### config.mk
export PLATFORM = sky130hd
export DESIGN_NAME = hk_dna_ctrl
export DESIGN_NICKNAME = d
export VERILOG_FILES = /design/src/rtl/hk_dna_ctrl.sv
export SDC_FILE = /design/constraint.sdc
export NUM_CORES = 1
export LEC_CHECK = 0
export BUFFER_PORTS_ARGS = -buffer_cell sky130_fd_sc_hd__buf_4
export CORE_MARGIN = 3
export CORE_UTILIZATION = 50
export DETAILED_ROUTE_END_ITERATION = 8
export GPL_ROUTABILITY_DRIVEN = 0
export PLACE_DENSITY = 0.76
export SLEW_MARGIN = 15
export SYNTH_ARGS = -nofsm -noshare
export SYNTH_HDL_FRONTEND = slang
export SYNTH_SLANG_ARGS = --single-unit
### constraint.sdc
create_clock -name clk_i -period 2.6 [get_ports clk_i]
set_input_delay 0.26 -clock clk_i [delete_from_list [all_inputs] [get_ports clk_i]]
set_output_delay 0.26 -clock clk_i [all_outputs]
set_load 0.005 [all_outputs]
### src/rtl/hk_dna_ctrl.sv
// DNA_PORT readout controller: clocks the 57-bit device DNA out serially and publishes it on a register bus.
// Optional macro HK_DNA_IRQ_EN adds the irq_en control bit and the readout-done interrupt pulse.
`timescale 1ns/1ps
module hk_dna_ctrl #(
    parameter int unsigned DIV  = 4,
    parameter bit          AUTO = 1'b1
) (
    input  logic        clk_i,
    input  logic        rstn_i,
    input  logic        dna_dout_i,
    output logic        dna_clk_o,
    output logic        dna_read_o,
    output logic        dna_shift_o,
    output logic [56:0] dna_value_o,
    output logic        dna_valid_o,
    output logic        irq_o,
    input  logic [31:0] sys_addr,
    input  logic [31:0] sys_wdata,
    input  logic        sys_wen,
    input  logic        sys_ren,
    output logic [31:0] sys_rdata,
    output logic        sys_err,
    output logic        sys_ack
);

    typedef enum logic [1:0] {IDLE, LOAD, SHIFT, DONE} state_t;

    localparam logic [7:0] DIV_LAST = 8'(DIV - 1);

    state_t      state_q, state_d;
    logic [7:0]  div_q, div_d;
    logic        half_q, half_d;
    logic [5:0]  bit_q, bit_d;
    logic [56:0] sr_q, sr_d;
    logic [56:0] value_q, value_d;
    logic        valid_q, valid_d;
    logic        done_q, done_d;
    logic        ovr_q, ovr_d;
    logic        autoPend_q, autoPend_d;
    logic        ack_q;
    logic [31:0] rdata_q;
    logic [31:0] readMux;
    logic        irqEn;

    logic wrCtrl, wrStart, active, slotEnd, busy;

    assign wrCtrl  = sys_wen && (sys_addr[19:0] == 20'h0);
    assign wrStart = wrCtrl && sys_wdata[0];
    assign active  = (state_q == LOAD) || (state_q == SHIFT);
    assign slotEnd = (div_q == DIV_LAST);
    assign busy    = (state_q != IDLE);

    always_ff @(posedge clk_i or negedge rstn_i) begin
        if (!rstn_i) begin
            state_q    <= IDLE;
            div_q      <= '0;
            half_q     <= 1'b0;
            bit_q      <= '0;
            sr_q       <= '0;
            value_q    <= '0;
            valid_q    <= 1'b0;
            done_q     <= 1'b0;
            ovr_q      <= 1'b0;
            autoPend_q <= AUTO;
        end else begin
            state_q    <= state_d;
            div_q      <= div_d;
            half_q     <= half_d;
            bit_q      <= bit_d;
            sr_q       <= sr_d;
            value_q    <= value_d;
            valid_q    <= valid_d;
            done_q     <= done_d;
            ovr_q      <= ovr_d;
            autoPend_q <= autoPend_d;
        end
    end

    // Clears apply before sets so a completion or overrun in the same cycle as a W1C still sticks.
    always_comb begin
        state_d    = state_q;
        div_d      = div_q;
        half_d     = half_q;
        bit_d      = bit_q;
        sr_d       = sr_q;
        value_d    = value_q;
        valid_d    = valid_q;
        done_d     = done_q;
        ovr_d      = ovr_q;
        autoPend_d = autoPend_q;

        if (wrCtrl && sys_wdata[1]) done_d = 1'b0;
        if (wrCtrl && sys_wdata[3]) ovr_d = 1'b0;
        if (wrStart && busy) ovr_d = 1'b1;

        if (active) begin
            if (slotEnd) begin
                div_d  = '0;
                half_d = ~half_q;
            end else begin
                div_d = div_q + 8'd1;
            end
        end

        case (state_q)
            IDLE: begin
                if (wrStart || autoPend_q) begin
                    state_d    = LOAD;
                    div_d      = '0;
                    half_d     = 1'b0;
                    bit_d      = '0;
                    sr_d       = '0;
                    valid_d    = 1'b0;
                    autoPend_d = 1'b0;
                end
            end
            LOAD: begin
                if (slotEnd && half_q) state_d = SHIFT;
            end
            SHIFT: begin
                if (slotEnd && !half_q) sr_d = {sr_q[55:0], dna_dout_i};
                // Publish on the way into DONE so the value is visible during the DONE cycle.
                if (slotEnd && half_q) begin
                    if (bit_q == 6'd56) begin
                        state_d = DONE;
                        value_d = sr_q;
                        valid_d = 1'b1;
                        done_d  = 1'b1;
                    end else begin
                        bit_d = bit_q + 6'd1;
                    end
                end
            end
            DONE:    state_d = IDLE;
            default: state_d = IDLE;
        endcase
    end

`ifdef HK_DNA_IRQ_EN
    logic irqEn_q, irq_q;

    always_ff @(posedge clk_i or negedge rstn_i) begin
        if (!rstn_i) begin
            irqEn_q <= 1'b0;
            irq_q   <= 1'b0;
        end else begin
            if (wrCtrl) irqEn_q <= sys_wdata[2];
            irq_q <= (state_q == DONE) && irqEn_q;
        end
    end

    assign irqEn = irqEn_q;
    assign irq_o = irq_q;
`else
    assign irqEn = 1'b0;
    assign irq_o = 1'b0;
`endif

    always_comb begin
        readMux = '0;
        case (sys_addr[19:0])
            20'h00:  readMux = {28'b0, ovr_q, irqEn, done_q, busy};
            20'h04:  readMux = value_q[31:0];
            20'h08:  readMux = {7'b0, value_q[56:32]};
            20'h0C:  readMux = {26'b0, bit_q};
            default: readMux = '0;
        endcase
    end

    always_ff @(posedge clk_i or negedge rstn_i) begin
        if (!rstn_i) begin
            ack_q   <= 1'b0;
            rdata_q <= '0;
        end else begin
            ack_q   <= sys_wen | sys_ren;
            rdata_q <= sys_ren ? readMux : 32'h0;
        end
    end

    logic unusedBits;
    assign unusedBits = ^{sys_addr[31:20], sys_wdata};

    assign dna_clk_o   = active && half_q;
    assign dna_read_o  = (state_q == LOAD);
    assign dna_shift_o = (state_q == SHIFT);
    assign dna_value_o = value_q;
    assign dna_valid_o = valid_q;
    assign sys_rdata   = rdata_q;
    assign sys_ack     = ack_q;
    assign sys_err     = 1'b0;

endmodule

Yosys cells after proc, flatten, opt, wreduce, memory -nomap -nowiden
Cells that the tools add are included.
Operators by class
  add/sub/neg operators: 2
  eq/ne operators: 14
  muxes and demuxes: 32
  bitwise logic cells: 2
  reductions and logical operators: 22
Operators with widths (number)
  case mux 32 bit (4 select lines): 1
  2-to-1 mux 57 bit: 2
  case mux 57 bit (2 select lines): 1
  == test 20 x 4 -> 1 bit (second input constant): 2
  2-to-1 mux 32 bit: 1
  2-to-1 mux 8 bit: 4
  == test 20 x 3 -> 1 bit (second input constant): 1
  logical NOT 20 bit: 1
  2-to-1 mux 6 bit: 3
  2-to-1 mux 1 bit: 13
  case mux 6 bit (2 select lines): 1
  AND reduction 4 bit: 3
  adder 8 x 1 -> 8 bit (second input constant): 1
  == test 8 x 2 -> 1 bit (second input constant): 1
  logical AND 1 bit: 8
  2-to-1 mux 2 bit: 4
  != test 2 x 1 -> 1 bit (second input constant): 4
  case mux 2 bit (4 select lines): 1
  adder 6 x 1 -> 6 bit (second input constant): 1
  == test 6 bit (second input constant): 1
  AND reduction 3 bit: 2
  nonzero test 2 bit: 3
  == test 2 bit (second input constant): 2
  != test 2 bit (second input constant): 2
  8 further kinds: 9
Storage, ports and cells
  bits in registers: 168
  input bits: 69
  output and inout port bits: 96
  logic and storage cells: 84

Longest topological paths before layout
Gate-level depths: netlist (run 1).
  word-level depth: 7
  mapped depth: 11
  depth with buffers taken out: 9

Worst setup path after synthesis (run 1)
Ideal clock, no wire load.
  kind: reg2reg
  start point: register div_q[2]
  end point: register sr_q[0]
  library setup time: 87 ps
  arrival: 2598 ps
  data required time: 2513 ps
  setup slack: -85 ps
  cell stages (with the launch flop): 12
  buffers on the path: 2
  clock period less this slack: 2685 ps
  cell sequence: dfrtp_1 > or4_1 > nor3_1 > and2_1 > ha_1 > and2_0 > clkbuf_1 > clkbuf_1 > nand2_1 > o21ai_0 > a22oi_1 > o211ai_1
Between the ends
  word-level cells in the longest chain between the ends: 4
RTL lines
  start: declaration: RTL line 31  | logic [7:0] div_q, div_d;
  start signal: assignment: RTL line 67  | div_q <= div_d;
  == test 8 x 2 -> 1 bit: RTL line 50  | assign slotEnd = (div_q == DIV_LAST);
  logical AND 1 bit: RTL line 121  | if (slotEnd && !half_q) sr_d = {sr_q[55:0], dna_dout_i};
  != test 2 x 1 -> 1 bit (no source line)
  AND reduction 3 bit (no source line)
  end signal: assignment: RTL line 70  | sr_q <= sr_d;
  end: declaration: RTL line 34  | logic [56:0] sr_q, sr_d;
Every way passes these cells.
A chain may end at the register's enable or synchronous reset.

Final worst setup path (run 1)
  start point: register div_q[6]
  end point: register sr_q[35]
Same word-level chain as after synthesis.

==> metrics.md, run 1 <==
| Metric | Value |
|---|---|
| Worst setup SP type | `flip-flop` |
| Cell Area, Placed | `9920 um^2` |
| Post-placement cell count | `1,253` |
| Iteration-0 DRC Markers | `852` |
| Drt pass-1 iters | `6` |
| Vias per Instance | `6.02` |
| Area Overhead vs Synth | `26.1%` |
| Leading area contributor after synthesis | `dfrtp_1` |
| Fmax | `393 MHz` |
| Yosys warnings | `0` |
| Syn avg cell area | `9.01 um^2` |
| Top_reg_cell synth | `dfrtp_1` |
| Yosys reg bits | `168` |
| Post-Synthesis Cells | `952` |
| Clk_lat worst skew | `430 ps` |
| Internal power | `4200 uW` |
| Min Tclk post-route | `2540 ps` |
| Antenna cells | `0` |
| Fin. max-slew vios | `0` |
| GRT Util Overall | `25.3%` |
| # setup viols final | `0` |
| Final antenna-violating net count | `0` |
| Area contributors post-synth | `dfrtp_1, o21ai_0, nand2_1, a221o_1, a22o_1` |
| Die Area | `18,800 um^2` |
| Drt wl/cell | `19.0 um` |
| Part of the power in registers | `49.2%` |
| Clock Tree Root | `clkbuf_16` |
| Fin area | `10,800 um^2` |
| Port Buffers | `121` |
| Crit Path Class | `reg -> reg` |
| Gate power share | `4.2%` |
| Area of the core | `16,700 um^2` |
| HP Class | `in -> reg` |
| Slew margin rel. | `59.1%` |
| Synth top area share | `48.7%` |
| Fillers | `1,367` |
| Row count | `47` |
| Crit path max fanout | `8` |
| CTS sink count | `168` |
| Synth unique cells | `50` |
| Reg-to-reg slack, setup | `60 ps` |
| MaxCap Viol Count | `0` |
| Vias in the first global route | `7,200` |
| Synth Cell Area | `8580 um^2` |
| Largest net degree at the start of global routing | `116` |
| Final core occ | `64.8%` |
| IO Count | `165` |
| Nets | `1,144` |
| Die span in y | `137 um` |
| Buffer depth of the longest clock path | `2` |
| Worst VDD drop | `522 uV` |
| Pwr dens | `507 nW/um^2` |
| WL final | `24,700 um` |
| Via count | `7,832` |
| Crit end category | `flip-flop` |
| Status | `completed` |
| GRT overflow | `0` |
| Crit path DAT | `2910 ps` |
| Clock slew at reported path FFs | `70 ps` |
| Fin crit share | `97.8%` |
| Worst Path Required | `2970 ps` |
| H-tree depth | `4` |
| Most frequent cells after synthesis | `o21ai_0, nand2_1, dfrtp_1` |
| Asr flop ratio synth | `100%` |
| Setup tns final | `0 ps` |
| Clk pwr share | `46.5%` |
| Count leader, synth | `o21ai_0` |
| Post-DP HPWL | `15,300 um` |
| Final hold vios | `0` |
| TritonCTS clock tree | `yes` |
| Finished Layout Cells | `1,300` |
| Die Width | `137 um` |
| Skew final | `9.84 ps` |
| Worst-Margin Slew | `611 ps` |
| Initial core utilization | `51.4%` |
| Psw | `1280 uW` |
| Net Sw Frac | `23.4%` |
| Share of layout cells above drive strength 1 | `21.0%` |
| Global-route wire length before repair | `38,000 um` |
| Register area share after synthesis | `49.0%` |
| Leakage power | `0.00481 uW` |
| Initial antenna violation count | `0` |
| Number of remaining DRC errors | `0` |
| EDFF count, synth | `0` |
| Num CTS Buffers | `17` |
-- sequential cells by signal, summed over array words and instances, names as in the netlist --
register and cells:
autoPend_q 1, sr_q 57, done_q 1, sys_rdata 32, dna_valid_o 1, ovr_q 1, dna_value_o 57, half_q 1
sys_ack 1, div_q 8, state_q 2, bit_q 6
-- worst max-delay path, stage by stage (launching register included) --
cell	delay, ps
dfrtp_1	370
or4_4	550
nor3_4	190
and2_4	180
ha_4	190
and2_4	300
nor2b_4	200
buf_12	160
clkbuf_16	170
a221o_1	150
-- final cells by class --
type / count / area, um^2 / share of cell area [%]
Sequential cell: 168 / 4210 / 38.9
Multi-Input combinational cell: 645 / 3880 / 35.8
Timing Repair Buffer: 172 / 1640 / 15.1
Clock buffer: 19 / 443 / 4.09
Tap cell: 220 / 275 / 2.54
Inverter: 63 / 236 / 2.19
Clock inverter: 13 / 144 / 1.33
-- per-stage QoR --
step           power [uW]  worst slack [ps]  hold WS [ps]
6_report             5490              58.4          33.2
2_1_floorplan        2840              35.4         -35.6
4_1_cts              5520              64.4          21.8
5_1_grt              5660             -13.4          28.5
3_3_place_gp         2970              63.7           245
3_5_place_dp         2970              32.5           244
-- placed cells by master, fill, tap and decap left out, types with 2 or more instances in the layout --
master,netlist,layout
dfrtp_1,167,167
conb_1,1,2
clkbuf_16,0,25
nand2_1,178,178
o31ai_1,2,2
a31oi_1,5,5
mux2i_1,3,3
buf_6,5,4
o211ai_1,3,3
nand4_1,7,7
or3_1,2,2
bufinv_16,0,2
a221o_1,55,55
buf_4,3,143
a22o_1,56,56
nor2b_1,6,3
xor2_1,4,4
mux2_2,7,7
nor2b_2,0,2
clkinv_4,0,2
inv_6,0,5
inv_1,62,62
ha_1,8,6
and2_4,0,3
and3_1,13,13
a21oi_1,7,7
nand3_1,9,8
nor2_1,38,38
buf_12,0,15
and4_1,2,2
nor4_1,3,3
dlygate4sd3_1,0,2
a22oi_1,29,29
o21ai_0,181,181
ha_4,0,2
and2_1,5,3
clkinv_2,0,3
or4_4,1,2
-- per-layer routing --
| metal | part of all wire (%) | vias up | GRT usage, % |
|---|---|---|---|
| met5 | 0 | - | 0 |
| met4 | 1.4 | 0 | 6.76 |
| met3 | 6.8 | 26 | 4.26 |
| met2 | 49 | 309 | 40.3 |
| met1 | 42 | 3865 | 36.2 |
| li1 | - | 3632 | - |
-- final timing paths --
check                           startpoint         endpoint  cells after the start
max in group asynchronous           rstn_i  dna_value_o[26]                      3
min in group asynchronous           rstn_i  dna_value_o[49]                      2
max reg2reg                       div_q[6]         sr_q[35]                      9
min                                sys_ren          sys_ack                      2
max                               div_q[6]         sr_q[35]                      9
min reg2reg                dna_value_o[31]  dna_value_o[31]                      2
-- power groups by stage --
stage / Combinational (uW) / Clock, uW / Sequential (uW)
6_report: 233 / 2550 / 2700
5_1_grt: 264 / 2690 / 2710
4_1_cts: 235 / 2590 / 2700
3_5_place_dp: 230 / 0 / 2740
3_3_place_gp: 226 / 0 / 2740
2_1_floorplan: 107 / 0 / 2730
-- what timing repair did --
item / 4_1_cts / 5_1_grt
pin swaps: 0 / 2
hold buffers: 2 / 0
resized for setup: 1 / 8
hold endpoints to repair: 47 / 0
setup buffers: 0 / 4
cloned: 0 / 10
setup endpoints to repair: 1 / 55
-- cells by family (layout without fill, tap and decap cells) --
group,Yosys count,in the layout,synth area share [%]
AND/OR/NAND/NOR,274,274,14.0
adder cells (fa/ha/maj),8,8,1.17
XOR/XNOR,5,5,0.510
multiplexers,10,10,1.27
flip-flops,168,168,49.0
other,1,2,0.0437
AO/OA/AOI/OAI,346,346,27.2
buffers and inverters,140,267,6.81
Power figures use the tool's default switching activity.
==> run 2, diff against run 1 <==
Settings changed: ABC_AREA set to 0, REMOVE_ABC_BUFFERS set to 1.
==> metrics.md, run 2 (same netlist as run 1, synthesis figures left out) <==
| Metric | Value |
|---|---|
| Status | `completed (unchanged)` |
| Final antenna-violating net count | `0 (unchanged)` |
| Row count | `47 (unchanged)` |
| Crit Path Class | `reg -> reg (unchanged)` |
| Worst VDD drop | `467 uV (was 522 uV)` |
| Internal power | `4230 uW (was 4200 uW)` |
| Via count | `7,706 (was 7,832)` |
| Reg area | `4210 um^2 (unchanged)` |
| IO Count | `165 (unchanged)` |
| Reg-to-reg slack, setup | `170 ps (was 60 ps)` |
| TritonCTS clock tree | `yes (unchanged)` |
| Area Overhead vs Synth | `22.7% (was 26.1%)` |
| Hold Path Depth | `2 (unchanged)` |
| Vias per Instance | `6.01 (was 6.02)` |
| Initial core utilization | `51.4% (unchanged)` |
| Skew final | `9.96 ps (was 9.84 ps)` |
| Vias in the first global route | `7,168 (was 7,200)` |
| Setup tns final | `0 ps (unchanged)` |
| Slew margin rel. | `57.5% (was 59.1%)` |
| RSZ-0062 raised after global routing | `false` |
| Crit path DAT | `2750 ps (was 2910 ps)` |
| Drt wl/cell | `17.5 um (was 19.0 um)` |
| Clk pwr share | `46.8% (was 46.5%)` |
| Largest net degree at the start of global routing | `68 (was 116)` |
| Fmax | `411 MHz (was 393 MHz)` |
| Cell Area, Placed | `9900 um^2 (was 9920 um^2)` |
| H-tree depth | `4 (unchanged)` |
| # setup viols final | `0 (unchanged)` |
| Commonest non-fill, non-tap cell in the layout | `o21ai_0 (unchanged)` |
| Die Width | `137 um (unchanged)` |
| GRT overflow | `0 (unchanged)` |
| Buffer depth of the longest clock path | `2 (unchanged)` |
| Area of the core | `16,700 um^2 (unchanged)` |
| Final hold vios | `0 (unchanged)` |
| Hold path endpoint | `done_q (was sys_ack)` |
| Busiest metal layer after global routing | `met2 (unchanged)` |
| Worst-Margin Slew | `637 ps (was 611 ps)` |
| Iteration-0 DRC Markers | `828 (was 852)` |
| Buffers and inverters on the worst path | `1 (was 2)` |
| Clock slew at reported path FFs | `70 ps (about the same)` |
| FF-to-FF Start | `div_q[2] (was div_q[6])` |
| MaxCap Viol Count | `0 (unchanged)` |
| Worst-path cell chain | `or4_1 > nor3_2 > and2_4 > ha_4 > buf_12 > o21ai_0 > a22o_1 > a221o_1 (was or4_4 > nor3_4 > and2_4 > ha_4 > and2_4 > nor2b_4 > buf_12 > clkbuf_16 > a221o_1)` |
| Clk_lat worst skew | `430 ps (about the same)` |
| Met3 usage | `4.78% (was 4.26%)` |
| Global-route wire length before repair | `36,400 um (was 38,000 um)` |
| Fin crit share | `93.6% (was 97.8%)` |
| Gate power share | `4.2% (about the same)` |
| Drt pass-1 iters | `5 (was 6)` |
| Worst setup SP type | `flip-flop (unchanged)` |
| Net Sw Frac | `23.2% (was 23.4%)` |
| Antenna cells | `0 (unchanged)` |
| Met2 GRT Util | `36.8% (was 40.3%)` |
| Pwr dens | `523 nW/um^2 (was 507 nW/um^2)` |
| Crit path max fanout | `36 (was 8)` |
| Part of the power in registers | `49.0% (was 49.2%)` |
| Nets | `1,126 (was 1,144)` |
| R2r worst-path depth | `8 (was 9)` |
| Fin. max-slew vios | `0 (unchanged)` |
| Share of layout cells above drive strength 1 | `19.8% (was 21.0%)` |
| Num CTS Buffers | `17 (unchanged)` |
| Psw | `1280 uW (about the same)` |
| Port Buffers | `121 (unchanged)` |
| Post-DP HPWL | `14,000 um (was 15,300 um)` |
| Fin area | `10,500 um^2 (was 10,800 um^2)` |
| Worst R2R End | `sr_q[9] (was sr_q[35])` |
| Met1 usage | `34.8% (was 36.2%)` |
| Leakage power | `0.00466 uW (was 0.00481 uW)` |
| Slowest CP cell | `or4_1 (was or4_4)` |
| Clock Tree Root | `clkbuf_16 (unchanged)` |
| WL final | `22,500 um (was 24,700 um)` |
| Commonest non-fill, non-tap cells in the layout | `o21ai_0, nand2_1, dfrtp_1 (unchanged)` |
| Area of the multi-input gates | `3870 um^2 (was 3880 um^2)` |
| GRT Util Overall | `24.3% (was 25.3%)` |
| Number of remaining DRC errors | `0 (unchanged)` |
| Die span in y | `137 um (unchanged)` |
| HP Class | `in -> reg (unchanged)` |
| CP delay by family, top | `simple AND/OR/NAND/NOR gates (unchanged)` |
| Crit path largest cell delay | `530 ps (was 550 ps)` |
| Die Area | `18,800 um^2 (unchanged)` |
| Min Tclk post-route | `2430 ps (was 2540 ps)` |
| CTS sink count | `168 (unchanged)` |
| Initial antenna violation count | `0 (unchanged)` |
| Worst Path Required | `2920 ps (was 2970 ps)` |
| Hold path startpoint | `sys_wdata[1] (was sys_ren)` |
| Fillers | `1,400 (was 1,367)` |
| Crit end category | `flip-flop (unchanged)` |
[run 2: what timing repair did]
action | in CTS | in global routing
setup buffers | 0 | 0
gates cloned | 0 | 0
hold endpoints to repair | 64 | 0
endpoints found under the setup margin | 3 | 60
gates resized for setup | 1 | 4
hold buffers | 1 | 0
[run 2: final cells by class]
type                            instances  area share [%]
Clock buffer                           20            4.34
Clock inverter                         12            1.35
Inverter                               63            2.25
Tap cell                              220            2.61
Multi-Input combinational cell        645            36.7
Timing Repair Buffer                  154            12.8
Sequential cell                       168            39.9
[run 2: worst max path at each step]
stage / from / end / cells past startpoint
after floorplan: state_q[0] / sr_q[10] / 5
after global placement: div_q[2] / sr_q[43] / 8
after detailed placement: div_q[2] / sr_q[45] / 8
after CTS: div_q[2] / bit_q[5] / 9
after global routing: div_q[2] / sr_q[9] / 10
final: div_q[2] / sr_q[9] / 8
[run 2: metal layers]
| layer | share of wire [%] | up-vias |
|---|---|---|
| met2 | 46 | 308 |
| met5 | 0 | - |
| li1 | - | 3587 |
| met4 | 2.1 | 0 |
| met1 | 44 | 3772 |
| met3 | 7.3 | 39 |
[run 2: worst reg2reg max path, cell delays in order, from the launching register on]
cell     delay (ps)
dfrtp_1         370
or4_1           530
nor3_2          160
and2_4          190
ha_4            200
buf_12          210
o21ai_0         150
a22o_1          250
a221o_1         250
[run 2: metrics by stage]
step                worst slack [ps]  total power, uW  utilization (%)  hold WS (ps)  std cells
floorplan                      -3890             2830                -         -35.6        876
global placement                70.8             2970             59.3           311       1249
detailed placement              50.1             2980             59.3           311       1249
CTS                             43.5             5530             63.0          6.60       1282
global route                    6.23             5690             63.1          10.9       1282
finish                           165             5510             63.1          27.2       1282
[run 2: power groups by stage]
stage	Clock [uW]	Sequential (uW)	Combinational [uW]
2_1_floorplan	0	2730	98.3
3_3_place_gp	0	2740	228
5_1_grt	2720	2700	263
3_5_place_dp	0	2740	232
6_report	2580	2700	232
4_1_cts	2600	2690	235
==> run 3, diff against run 2 <==
Settings changed: HOLD_SLACK_MARGIN set to 0.08.
==> metrics.md, run 3 (same netlist as run 1, synthesis figures left out) <==
| Metric | Value |
|---|---|
| RSZ-0062 raised after global routing | `false (unchanged)` |
| WL final | `22,400 um (was 22,500 um)` |
| HP Class | `in -> reg (unchanged)` |
| Slew margin rel. | `57.6% (was 57.5%)` |
| Post-DP HPWL | `14,000 um (unchanged)` |
| Die span in y | `137 um (unchanged)` |
| Fin crit share | `93.9% (was 93.6%)` |
| Area of the core | `16,700 um^2 (unchanged)` |
| Crit Path Class | `reg -> reg (unchanged)` |
| H-tree depth | `4 (unchanged)` |
| Commonest non-fill, non-tap cell in the layout | `o21ai_0 (unchanged)` |
| Final hold vios | `0 (unchanged)` |
| Row count | `47 (unchanged)` |
| Fillers | `1,395 (was 1,400)` |
| Pwr dens | `521 nW/um^2 (was 523 nW/um^2)` |
| Leakage power | `0.00468 uW (was 0.00466 uW)` |
| # setup viols final | `0 (unchanged)` |
| Nets | `1,130 (was 1,126)` |
| Commonest non-fill, non-tap cells in the layout | `o21ai_0, nand2_1, dfrtp_1 (unchanged)` |
| Die Width | `137 um (unchanged)` |
| Final antenna-violating net count | `0 (unchanged)` |
| TritonCTS clock tree | `yes (unchanged)` |
| Worst-Margin Slew | `636 ps (was 637 ps)` |
| Total setup buffers inserted after CTS | `0 (unchanged)` |
| Reg area | `4210 um^2 (unchanged)` |
| Crit path DAT | `2810 ps (was 2750 ps)` |
| Met3 usage | `4.82% (was 4.78%)` |
| Port Buffers | `121 (unchanged)` |
| Number of remaining DRC errors | `0 (unchanged)` |
| Drt wl/cell | `17.4 um (was 17.5 um)` |
| Via count | `7,668 (was 7,706)` |
| Clk_lat worst skew | `440 ps (was 430 ps)` |
| Drt pass-1 iters | `5 (unchanged)` |
| Fin. max-slew vios | `0 (unchanged)` |
| Share of layout cells above drive strength 1 | `19.7% (was 19.8%)` |
| Worst VDD drop | `468 uV (was 467 uV)` |
| GRT Util Overall | `24.4% (was 24.3%)` |
| Largest net degree at the start of global routing | `68 (unchanged)` |
| Status | `completed (unchanged)` |
| GRT overflow | `0 (unchanged)` |
| Die Area | `18,800 um^2 (unchanged)` |
| Vias in the first global route | `7,200 (was 7,168)` |
| Met1 usage | `34.8% (about the same)` |
| Crit path max fanout | `26 (was 36)` |
| MaxCap Viol Count | `0 (unchanged)` |
| Area of the multi-input gates | `3870 um^2 (unchanged)` |
| Worst Path Required | `2970 ps (was 2920 ps)` |
| Total power | `5500 uW (was 5510 uW)` |
| Final core occ | `63.3% (was 63.1%)` |
| Met2 GRT Util | `36.9% (was 36.8%)` |
| Crit end category | `flip-flop (unchanged)` |
| Clock slew at reported path FFs | `70 ps (about the same)` |
| Area Overhead vs Synth | `23.2% (was 22.7%)` |
| Clock Tree Root | `clkbuf_16 (unchanged)` |
| Vias per Instance | `5.96 (was 6.01)` |
| Fin Hold WS | `134 ps (was 27.2 ps)` |
| Initial antenna violation count | `0 (unchanged)` |
| IO Count | `165 (unchanged)` |
| Num CTS Buffers | `17 (unchanged)` |
| Buffer depth of the longest clock path | `2 (unchanged)` |
| Worst setup SP type | `flip-flop (unchanged)` |
| Iteration-0 DRC Markers | `807 (was 828)` |
| Skew final | `10.2 ps (was 9.96 ps)` |
| Fmax | `410 MHz (was 411 MHz)` |
| CTS sink count | `168 (unchanged)` |
| Busiest metal layer after global routing | `met2 (unchanged)` |
| Antenna cells | `0 (unchanged)` |
| Min Tclk post-route | `2440 ps (was 2430 ps)` |
| Initial core utilization | `51.4% (unchanged)` |
| Global-route wire length before repair | `36,500 um (was 36,400 um)` |
run 3: cell types whose count changed in the layout (fill, tap and decap cells not counted), sizes merged:
cell         previous run  this run
dlygate4sd3             1         5
run 3: path summary, 6_finish.rpt:
check / depth (start not counted) / endpoint / slack (ps) / from
max: 10 / sr_q[53] / 160 / div_q[2]
min in group asynchronous: 2 / sys_rdata[27] / 400 / rstn_i
min: 3 / sr_q[0] / 130 / dna_dout_i
max reg2reg: 10 / sr_q[53] / 160 / div_q[2]
min reg2reg: 2 / dna_value_o[25] / 510 / dna_value_o[25]
max in group asynchronous: 3 / autoPend_q / 1400 / rstn_i
run 3: power by group:
group / internal (uW) / switching [uW] / total, uW
Clock: 1480 / 1090 / 2570
Combinational: 104 / 133 / 237
Sequential: 2650 / 49.2 / 2700
run 3: layout make-up:
cell class                      count  area share, %
Sequential cell                   168           39.8
Tap cell                          220           2.60
Inverter                           63           2.24
Multi-Input combinational cell    645           36.6
Clock buffer                       20           4.32
Clock inverter                     12           1.35
Timing Repair Buffer              158           13.1
run 3: worst max-delay path, cell delays in order, from the launching register on:
cell     delay [ps]
dfrtp_1         370
or4_1           530
nor3_2          160
and2_4          190
ha_4            200
and2_2          260
buf_12          200
nand2_1          70
o21ai_0         100
a22o_1          170
a221o_1         100
run 3: per-stage QoR:
step	instances	setup TNS (ps)	worst slack (ps)	cell area [um^2]
floorplan	876	-412350	-3890	8240
global placement	1249	0	70.8	9900
detailed placement	1249	0	50.1	9900
CTS	1286	0	43.5	10600
global route	1286	0	6.23	10600
finish	1286	0	160	10600
run 3: repair_timing:
item / 4_1_cts / 5_1_grt
setup endpoints to repair: 3 / 60
hold endpoints to repair: 67 / 0
gates resized for setup: 1 / 4
hold buffers: 5 / 0
gates cloned: 0 / 0
run 3: per-layer routing:
metal  share of wire (%)  up-vias  routed length (um)
li1                    -     3593                   -
met1                  44     3760                9890
met2                  47      279               10500
met3                 7.1       36                1600
met4                 2.1        0                 461
met5                   0        -                   0
